--- config.mk ---
export PLATFORM = sky130hd
export DESIGN_NAME = pc_fetch_unit
export DESIGN_NICKNAME = d
export VERILOG_FILES = /design/src/rtl/pc_fetch_unit_pkg.sv /design/src/rtl/pc_fetch_unit_skid.sv /design/src/rtl/pc_fetch_unit.sv
export SDC_FILE = /design/constraint.sdc
export NUM_CORES = 1
export LEC_CHECK = 0
export BUFFER_PORTS_ARGS = -buffer_cell sky130_fd_sc_hd__buf_4
export CAP_MARGIN = 20
export CORE_MARGIN = 3
export CORE_UTILIZATION = 50
export CTS_BUF_LIST = sky130_fd_sc_hd__clkbuf_4 sky130_fd_sc_hd__clkbuf_8
export CTS_CLUSTER_DIAMETER = 200
export DETAILED_ROUTE_END_ITERATION = 8
export GPL_TIMING_DRIVEN = 0
export HOLD_SLACK_MARGIN = 0.03
export PLACE_DENSITY_LB_ADDON = 0.08
export SYNTH_ARGS = -nofsm -noshare
export SYNTH_HDL_FRONTEND = slang
export SYNTH_HIERARCHICAL = 1
export SYNTH_SLANG_ARGS = --single-unit
--- constraint.sdc ---
create_clock -name CLK -period 6.85 [get_ports CLK]
set_input_delay 1.37 -clock CLK [delete_from_list [all_inputs] [get_ports CLK]]
set_output_delay 1.37 -clock CLK [all_outputs]
set_load 0.05 [all_outputs]
--- src/rtl/pc_fetch_unit_pkg.sv ---
// Shared CPU definitions for the fetch stage: widths, reset PC, NOP encoding,
// fetch FSM state encodings and small PC helpers.
package pc_fetch_unit_pkg;

  localparam int XLEN = 32;

  localparam logic [XLEN-1:0] CPU_RESET_PC  = 32'h0000_0000;
  localparam logic [XLEN-1:0] CPU_NOP_INSTR = 32'h0000_0013;  // addi x0,x0,0

  typedef enum logic {
    FETCH = 1'b0,
    DRAIN = 1'b1
  } fetch_state_e;

  // Sequential fetch address; wraps modulo 2^32.
  function automatic logic [XLEN-1:0] pc_next(input logic [XLEN-1:0] pc);
    return pc + 32'd4;
  endfunction

  // Redirect targets are always word aligned.
  function automatic logic [XLEN-1:0] word_align(input logic [XLEN-1:0] addr);
    return {addr[XLEN-1:2], 2'b00};
  endfunction

endpackage

--- src/rtl/pc_fetch_unit_skid.sv ---
// One-entry skid register holding an instruction that returned from IMEM
// while IF/ID could not accept it.
module fetch_skid_buffer
  import pc_fetch_unit_pkg::*;
(
  input  logic            clk,
  input  logic            rst,
  input  logic            load,
  input  logic            pop,
  input  logic            clear,
  input  logic [XLEN-1:0] load_pc,
  input  logic [XLEN-1:0] load_instr,
  output logic [XLEN-1:0] pc,
  output logic [XLEN-1:0] instr,
  output logic            valid
);

  // Occupancy flag: clear (reset or flush) beats load, load beats pop.
  always_ff @(posedge clk) begin
    if (rst || clear) begin
      valid <= 1'b0;
    end else if (load) begin
      valid <= 1'b1;
    end else if (pop) begin
      valid <= 1'b0;
    end
  end

  // Payload only matters while valid is set, so it carries no reset.
  always_ff @(posedge clk) begin
    if (load) begin
      pc    <= load_pc;
      instr <= load_instr;
    end
  end

endmodule

--- src/rtl/pc_fetch_unit.sv ---
// IF stage plus IF/ID register: owns the PC, issues IMEM reads, handles
// load-use holds, global memory stalls, EX redirects and wrong-path drains.
module pc_fetch_unit
  import pc_fetch_unit_pkg::*;
#(
  parameter logic [XLEN-1:0] RESET_PC  = CPU_RESET_PC,
  parameter logic [XLEN-1:0] NOP_INSTR = CPU_NOP_INSTR
) (
  input  logic            CLK,
  input  logic            RESET,
  input  logic            LU_HAZ_SIG,
  input  logic            DMEM_BUSY,
  input  logic            BRANCH_TAKEN,
  input  logic [XLEN-1:0] BRANCH_TARGET,
  output logic            IMEM_READ,
  output logic [XLEN-1:0] IMEM_ADDR,
  input  logic            IMEM_BUSY,
  input  logic [XLEN-1:0] IMEM_INSTR,
  output logic [XLEN-1:0] IFID_PC,
  output logic [XLEN-1:0] IFID_INSTR,
  output logic            IFID_VALID,
  output logic            IF_STALL
);

  fetch_state_e    state;
  logic [XLEN-1:0] pc_p0;
  logic [XLEN-1:0] redir_pc;
  logic [XLEN-1:0] ifid_pc_p1;
  logic [XLEN-1:0] ifid_instr_p1;
  logic            vld_p1;

  logic            skid_load;
  logic            skid_pop;
  logic            skid_clear;
  logic [XLEN-1:0] skid_pc;
  logic [XLEN-1:0] skid_instr;
  logic            skid_valid;

  logic            access_busy;
  logic            resp;
  logic            fetch_resp;
  logic [XLEN-1:0] branch_tgt;

  // In DRAIN the PC still holds the address of the abandoned access, so the
  // IMEM address stays stable until the wrong-path response arrives.
  assign IMEM_READ   = !RESET && ((state == DRAIN) || !skid_valid);
  assign IMEM_ADDR   = pc_p0;
  assign access_busy = IMEM_READ && IMEM_BUSY;
  assign resp        = IMEM_READ && !IMEM_BUSY;
  assign fetch_resp  = resp && (state == FETCH);
  assign branch_tgt  = word_align(BRANCH_TARGET);
  assign IF_STALL    = access_busy || (state == DRAIN);

  assign IFID_PC    = ifid_pc_p1;
  assign IFID_INSTR = ifid_instr_p1;
  assign IFID_VALID = vld_p1;

  // Skid control: capture a good response whenever IF/ID is held, drain it
  // into IF/ID on the next free cycle, drop it on a redirect.
  always_comb begin
    skid_clear = !RESET && !DMEM_BUSY && BRANCH_TAKEN;
    skid_load  = !RESET && fetch_resp && !skid_valid &&
                 (DMEM_BUSY || (!BRANCH_TAKEN && LU_HAZ_SIG));
    skid_pop   = !RESET && !DMEM_BUSY && !BRANCH_TAKEN && !LU_HAZ_SIG && skid_valid;
  end

  fetch_skid_buffer u_skid (
    .clk        (CLK),
    .rst        (RESET),
    .load       (skid_load),
    .pop        (skid_pop),
    .clear      (skid_clear),
    .load_pc    (pc_p0),
    .load_instr (IMEM_INSTR),
    .pc         (skid_pc),
    .instr      (skid_instr),
    .valid      (skid_valid)
  );

  // Fetch FSM, PC and IF/ID update in priority RESET > DMEM_BUSY > branch > load-use > advance.
  always_ff @(posedge CLK) begin
    if (RESET) begin
      state         <= FETCH;
      pc_p0         <= RESET_PC;
      redir_pc      <= '0;
      ifid_pc_p1    <= '0;
      ifid_instr_p1 <= NOP_INSTR;
      vld_p1        <= 1'b0;
    end else if (DMEM_BUSY) begin
      // EX is frozen, so a branch will re-present; only IMEM traffic moves.
      if (state == FETCH) begin
        if (skid_load) pc_p0 <= pc_next(pc_p0);
      end else if (!IMEM_BUSY) begin
        pc_p0 <= redir_pc;
        state <= FETCH;
      end
    end else if (BRANCH_TAKEN) begin
      ifid_pc_p1    <= '0;
      ifid_instr_p1 <= NOP_INSTR;
      vld_p1        <= 1'b0;
      if ((state == FETCH) && access_busy) begin
        redir_pc <= branch_tgt;
        state    <= DRAIN;
      end else if ((state == DRAIN) && IMEM_BUSY) begin
        redir_pc <= branch_tgt;
      end else begin
        pc_p0 <= branch_tgt;
        state <= FETCH;
      end
    end else begin
      // A DRAIN response is wrong-path: discard it and take the redirect.
      if ((state == DRAIN) && !IMEM_BUSY) begin
        pc_p0 <= redir_pc;
        state <= FETCH;
      end
      if (LU_HAZ_SIG) begin
        if (skid_load) pc_p0 <= pc_next(pc_p0);
      end else if (skid_valid) begin
        ifid_pc_p1    <= skid_pc;
        ifid_instr_p1 <= skid_instr;
        vld_p1        <= 1'b1;
      end else if (fetch_resp) begin
        ifid_pc_p1    <= pc_p0;
        ifid_instr_p1 <= IMEM_INSTR;
        vld_p1        <= 1'b1;
        pc_p0         <= pc_next(pc_p0);
      end else begin
        ifid_instr_p1 <= NOP_INSTR;
        vld_p1        <= 1'b0;
      end
    end
  end

endmodule
Word level (Yosys, flattened, before mapping)
Cells that the tools add are included.
Cells by class
  add/subtract/negate cells: 1
  reduce and logical (&&, ||, !) cells: 35
  equality and inequality tests: 6
  mux-type cells: 35
  bitwise operators: 2
Operator list (count)
  2-to-1 mux 32 bit: 22
  adder 32 x 3 -> 32 bit, second input constant: 1
  logical AND 1 bit: 16
  2-to-1 mux 1 bit: 13
  != test 3 bit, second input constant: 3
  zero test 1 bit: 6
  AND reduction 3 bit: 2
  nonzero test 3 bit: 2
  logical OR 1 bit: 4
  != test 4 bit, second input constant: 1
  AND reduction 2 bit: 2
  AND reduction 4 bit: 1
  nonzero test 2 bit: 2
  != test 3 x 1 -> 1 bit, second input constant: 1
  != test 2 x 1 -> 1 bit, second input constant: 1
  inverter 1 bit: 2
Word-level totals
  input port bits: 70
  word-level logic and storage cells: 88
  register bits after elaboration: 195
  output and inout bits: 99

Longest topological paths before layout
Gate-level depths: netlist of run 1.
  depth in word-level cells: 12
  depth in mapped cells: 8

By module
Netlist of run 1, hierarchy kept.
Modules (own cells, without submodules)
  pc_fetch_unit: area an instance 6660.1 um^2, times used 1, cells each 867
  fetch_skid_buffer: area an instance 1966.9 um^2, times used 1, cells each 68

Least setup slack after synthesis of run 1
OpenSTA, ideal clock, no wires.
  path type: input -> register
  start point: input port RESET
  end point: register u_skid.instr[0], enable pin
  path buffers: 2
  stages: 4
  path slack: 1.360 ns
  arrival time: 5.002 ns
  cell sequence: buf_2 -> or4_4 -> clkbuf_1 -> nor2_1
On the way
  cells in the longest elaborated chain, start to end: 7
RTL lines
  start, declared: RTL line pc_fetch_unit.sv:10  | input logic RESET,
  zero test 1 bit (*): RTL line pc_fetch_unit.sv:46, pc_fetch_unit.sv:62
  logical AND 1 bit: RTL line pc_fetch_unit.sv:46  | assign IMEM_READ = !RESET && ((state == DRAIN) || !skid_valid);
  logical AND 1 bit: RTL line pc_fetch_unit.sv:49  | assign resp = IMEM_READ && !IMEM_BUSY;
  logical AND 1 bit: RTL line pc_fetch_unit.sv:50  | assign fetch_resp = resp && (state == FETCH);
  logical AND 1 bit (*) (3 in series): RTL line pc_fetch_unit.sv:62  | skid_load = !RESET && fetch_resp && !skid_valid &&
  net skid_load: RTL line pc_fetch_unit.sv:32  | logic skid_load;
  end signal, assigned: RTL line pc_fetch_unit_skid.sv:33  | instr <= load_instr;
  end, declared: RTL line pc_fetch_unit_skid.sv:14  | output logic [XLEN-1:0] instr,
Mark *: on every way through the listed nets, which the timed path passes. The rest lies on a longest branch.
A chain may end at the register's enable or synchronous reset.

Final worst setup path of run 1
  start point: input port RESET
  end point: output port IMEM_READ
On the way
  cells in the longest elaborated chain, start to end: 2
RTL lines
  zero test 1 bit: RTL line pc_fetch_unit.sv:46
  logical AND 1 bit: RTL line pc_fetch_unit.sv:46
  end, declared: RTL line pc_fetch_unit.sv:15  | output logic IMEM_READ,
Every way passes these cells.

==> metrics, run 1 <==
Worst path slowest cell clkbuf_1; unrepaired setup endpoints after global routing false; H-Tree Depth 4; Synth Area per Inst 9.23 um2; DP Cell Count 1324; area share of xor/xnor cells in the synthesized design 0.711%; Final Max Slew Viols 0; worst setup path start RESET; DIE AREA 0.0189 mm2; total power 2420 uW; GP Congestion 1.00; Cell Pwr Density 228 mW/mm2; DRC 0; Fin. Hold Viols 0; critical-path maximum fanout 10; f_max 207 MHz; r2r endpoint IMEM_ADDR[28]; initial DRC count 925; row count 47; Hold Startpoint redir_pc[26]; Vias 8144; GRT overflow 0; adder-cell area share of the yosys netlist 0.145%; final worst path period need 4.82 ns; Worst setup SP type input port; first-pass GRT wire length 42700 um; Yosys reg bits 193; yosys warns 6; Worst Path Buf+Inv 5; status complete, no violations; Hold Path Class reg2reg; Core Region 0.0168 mm2; Slew @ Worst Pin 0.961 ns; cell family with most CP delay buffers and inverters; vias in the first global route 7419; Num CTS Buffers 17; antenna diode count 0; Post-CTS Setup Inserts 0; maxcap violations 0; R2R setup slack 4.09 ns; initial antenna violation count 0; final worst slack 2.03 ns; Cell Area, Placed 0.0102 mm2; clock buffer depth 2; Hold Path Sink redir_pc[26]; Critical Path AT 3.45 ns; Post-Syn Nets 1006; Min Hold Slack 0.460 ns; final non-filler cell area 0.0106 mm2; post-route ant nets 0; ys async rst share 0%; Routed WL 28100 um; Slew headroom 35.7%; Crit path largest cell delay 0.66 ns; Setup Viol. Count Final 0; simple-gate portion of the synthesized area 18.4%; complex-gate fraction of the synthesized area 20.3%; pre-CTS setup slack 2.10 ns; mux contribution to synthesized area 4.21%; Final period util 70.4%; Finished Layout Cells 1356; CP required 5.48 ns; number of port buffers 166; I/O Pins 169; dpl hpwl 20500 um; ratio of cells with drive above 1 in the final layout 20.5%; register area share after synthesis 52.2%; Mapped Cells 935; clock transition at the registers of the reported paths 0.10 ns; largest family of logic cells by synthesized area compound AO/OA/AOI/OAI gates; chip width 137 um; number of synthesized flops with an enable pin 64; crit end category primary output; Distinct cells, synth 67; Global Route Usage Sum 29.7%; CTS tree done; CP Class in2out; Worst-Skew Late Latency 0.47 ns; largest net degree at the start of global routing 28; Avg WL per Cell 20.7 um; worst r2r src state; Area growth, synth to finish 22.8%; DR pass1 iterations 5; worst clock skew 0.0152 ns; Peak VDD IR 0.000119 V; R2R depth 8; nets 1194; initial core utilization 51.5%; crit path cell chain buf_4, buf_2, clkbuf_1, clkbuf_1, a21oi_1, buf_4; cts repair resizes 0; DIE HEIGHT 137 um; total clock sinks 193; Synth Flop Type dfxtp_1; cts-stage hold buffer count 0; Synth Cell Area 0.00863 mm2; LEAKAGE 0.00391 uW; Hold Crit Depth 2; Root Buffer Master clkbuf_8; vias per inst 6.01
==> how the worst max path moves through the flow <==
| stage | end | slack (ns) | cells past startpoint |
|---|---|---|---|
| 2_1_floorplan | u_skid/instr[0] | 1.36 | 4 |
| 6_report | IMEM_READ | 2.03 | 6 |
| 5_1_grt | IMEM_READ | 2.02 | 6 |
| 3_3_place_gp | u_skid/pc[6] | -0.34 | 5 |
| 4_1_cts | IMEM_READ | 2.09 | 6 |
| 3_5_place_dp | IMEM_READ | 2.10 | 6 |
==> power by group <==
part	switching, uW	leakage (uW)	internal, uW
logic	275	0.00207	130
clock network	437	0.000201	311
registers	39.7	0.00164	1230
total	752	0.00391	1670
==> routing by layer <==
metal / track usage (%) / wire, um / vias up
met4: 8.37 / 580 / 0
met1: 43.8 / 12700 / 3837
met2: 42.4 / 12000 / 428
li1: - / - / 3839
met5: 0 / 0 / -
met3: 8.51 / 2860 / 40
==> worst register-to-register path, cell delays in order, from the launching register on <==
cell	delay, ns
dfxtp_1	0.40
clkbuf_1	0.41
nand2b_1	0.33
clkbuf_1	0.38
nand2_1	0.15
a21oi_1	0.07
a221oi_1	0.52
o31ai_1	0.16
a32o_1	0.23
==> sequential cells by signal, summed over array words and instances, names as in the netlist <==
signal,count
IFID_VALID,1
u_skid/instr,32
IMEM_ADDR,32
u_skid/valid,1
IFID_PC,32
u_skid/pc,32
IFID_INSTR,32
redir_pc,30
state,1
==> cells in the final DEF (no fill, tap or decap), drive strengths merged, types with 14 or more instances in the layout <==
master | Yosys | layout
nor3 | 48 | 48
a21oi | 102 | 102
nand3 | 18 | 18
o21ai | 34 | 34
a222oi | 30 | 30
a211oi | 14 | 14
clkbuf | 55 | 74
dfxtp | 129 | 129
nor2 | 111 | 111
edfxtp | 64 | 64
mux2i | 34 | 34
nand2 | 125 | 125
buf | 21 | 190
==> final cells by class <==
type                       instances  area (um2)
buffer                            76         314
clock inverter                    13         145
tap                              220         275
timing repair buffer             169        1290
multi-input combinational        658        3790
fill                            1487        6160
sequential                       193        4500
clock buffer                      19         249
inverter                           8        30.0
==> kinds of logic after synthesis <==
| group | Yosys count |
|---|---|
| AOI/OAI and AO/OA | 261 |
| and+or+nand+nor | 353 |
| muxes | 36 |
| buffers and inverters | 84 |
| DFF | 193 |
| adders and majority gates | 1 |
| xor gates and xnor gates | 7 |
==> synth_stat cells (3+ instances only) <==
cell | number | share of area (%)
clkbuf_1 | 55 | 2.4
nand3_1 | 18 | 1.0
o211ai_1 | 4 | 0.35
buf_1 | 3 | 0.13
o22ai_1 | 4 | 0.29
o31ai_1 | 6 | 0.52
nand4_1 | 7 | 0.51
buf_2 | 17 | 0.99
mux2i_1 | 34 | 3.9
and2_1 | 7 | 0.51
or2_2 | 3 | 0.22
nor2_1 | 110 | 4.8
and3_1 | 11 | 0.80
a221oi_1 | 11 | 1.1
xnor2_1 | 3 | 0.30
a22oi_1 | 8 | 0.70
dfxtp_1 | 129 | 30
a211o_1 | 3 | 0.30
a222oi_1 | 30 | 3.5
edfxtp_1 | 64 | 22
a22o_1 | 4 | 0.41
a211oi_1 | 14 | 1.2
inv_1 | 7 | 0.30
nand2_1 | 125 | 5.4
o21a_1 | 3 | 0.26
nor3_1 | 48 | 2.8
xor2_1 | 4 | 0.41
a21oi_1 | 101 | 5.9
a311oi_1 | 3 | 0.30
o21ai_0 | 33 | 1.9
a221o_1 | 3 | 0.35
nand2b_1 | 3 | 0.22
a21o_1 | 3 | 0.26
a2111oi_0 | 5 | 0.51
nor2b_1 | 4 | 0.29
a31oi_1 | 10 | 0.73
==> per-stage QoR <==
| stage | util, % | setup TNS, ns |
|---|---|---|
| floorplan | - | 0 |
| global placement | 60.6 | -21.20 |
| detailed placement | 60.9 | 0 |
| CTS | 63.2 | 0 |
| global route | 63.2 | 0 |
| finish | 63.2 | 0 |
No activity file was read; power rests on OpenSTA's default activity.
==> inputs of run 2 (changes only) <==
clock period = 4.4 ns   (was 6.85 ns; I/O delays follow)
==> metrics, run 2 (synthesized netlist as in run 1, its figures left out) <==
status complete, no violations; Min Hold Slack 0.458 ns; final worst path period need 3.85 ns; R2R setup slack 1.65 ns; r2r endpoint IMEM_ADDR[28]; clock transition at the registers of the reported paths 0.10 ns; commonest cells after routing, fill and taps aside buf_4 (166), dfxtp_1 (129), nand2_1 (125), nor2_1 (109), a21oi_1 (101); Area growth, synth to finish 22.8%; Root Buffer Master clkbuf_8; Critical Path AT 2.97 ns; maxcap violations 0; I/O Pins 169; cts repair resizes 0; Setup Viol. Count Final 0; CTS tree done; area of the multi-input gates 0.00379 mm2; chip width 137 um; Post-CTS Setup Inserts 0; crit path cell chain buf_4, buf_2, clkbuf_1, clkbuf_1, a21oi_1, buf_4; worst r2r src u_skid/valid; Fin. Hold Viols 0; DR pass1 iterations 9; Core Region 0.0168 mm2; Hold Path Class reg2reg; Final Max Slew Viols 0; total clock sinks 193; f_max 260 MHz; initial DRC count 943; worst clock skew 0.0152 ns; CP Class in2out; Vias 8106; Final period util 87.5%; R2R depth 8; initial core utilization 51.5%; LEAKAGE 0.00391 uW; dpl hpwl 20100 um; Slew @ Worst Pin 0.971 ns; GP Congestion 1.02; antenna diode count 0; Worst setup SP type input port; vias in the first global route 7266; GRT overflow 0; Worst-Skew Late Latency 0.47 ns; nets 1194; DIE AREA 0.0189 mm2; DRC 0; Avg WL per Cell 20.2 um; first-pass GRT wire length 41900 um; area occupied by registers 0.00450 mm2; Slew headroom 35.0%; cts-stage hold buffer count 0; Peak VDD IR 0.000186 V; vias per inst 5.98; Routed WL 27400 um; worst setup path start RESET; Crit path largest cell delay 0.69 ns; final core utilization 63.2%; Num CTS Buffers 17; ratio of cells with drive above 1 in the final layout 20.5%; clock buffer depth 2; H-Tree Depth 4; unrepaired setup endpoints after global routing false; crit end category primary output; FILL cells 1476; Worst path slowest cell clkbuf_1; critical-path maximum fanout 10; row count 47; DIE HEIGHT 137 um; Global Route Usage Sum 29.0%; post-route ant nets 0; initial antenna violation count 0; number of port buffers 166; Cell Pwr Density 354 mW/mm2; crit path to IMEM_READ; largest net degree at the start of global routing 34; most common cell after layout, fill and taps aside buf_4; CP required 3.52 ns
==> run 2: changes by cell type in the layout (fill, tap and decap cells not counted) <==
cell / previous run / this run
inv_12: 0 / 1
inv_8: 3 / 5
bufinv_16: 1 / 0
clkbuf_4: 2 / 0
clkinv_8: 1 / 2
clkinv_4: 3 / 2
==> run 2: cell type report <==
cell class	count	area share (%)
well taps	220	2.60
repair buffers	169	12.2
multi-input cells	658	35.7
clock inverters	15	1.52
inverters	8	0.283
clock buffers	17	2.21
plain buffers	76	2.96
flip-flops and latches	193	42.5
==> run 2: worst max-delay path: cells and delay by family <==
family	cells	cell delay, ns
buf+inv	5	1.91
compound gates	1	0.17
==> run 2: routing by layer <==
metal / vias to the layer above / GRT usage [%] / wire length (um)
li1: 3844 / - / -
met1: 3751 / 44.5 / 12400
met2: 461 / 40.4 / 11500
met3: 50 / 6.90 / 2890
met4: 0 / 8.59 / 593
met5: - / 0 / 0
==> run 2: report_power, final <==
part | switching, uW | leakage (uW) | total [uW] | internal [uW]
Sequential | 59.4 | 0.00164 | 1970 | 1910
Clock | 725 | 0.000199 | 1160 | 432
Combinational | 424 | 0.00207 | 626 | 202
Total | 1210 | 0.00391 | 3750 | 2540
==> run 2: worst min path at each step <==
stage	endpoint	start	slack (ns)	cells past startpoint
final	u_skid/pc[6]	IMEM_ADDR[6]	0.46	0
after CTS	u_skid/pc[6]	IMEM_ADDR[6]	0.46	0
after global routing	redir_pc[29]	redir_pc[29]	0.48	2
after global placement	u_skid/pc[6]	IMEM_ADDR[6]	0.43	0
after detailed placement	u_skid/pc[6]	IMEM_ADDR[6]	0.43	0
after floorplan	redir_pc[3]	redir_pc[3]	0.43	2
==> run 2: through the flow <==
step / power, uW / area, um2 / setup slack [ns] / std cells / TNS [ns]
after floorplan: 2380 / 8630 / 0.484 / 935 / 0
after global placement: 2620 / 10200 / -0.644 / 1321 / -41.29
after detailed placement: 2620 / 10200 / 0.639 / 1324 / 0
after CTS: 3750 / 10600 / 0.626 / 1356 / 0
after global routing: 3890 / 10600 / 0.471 / 1356 / 0
final: 3750 / 10600 / 0.549 / 1356 / 0
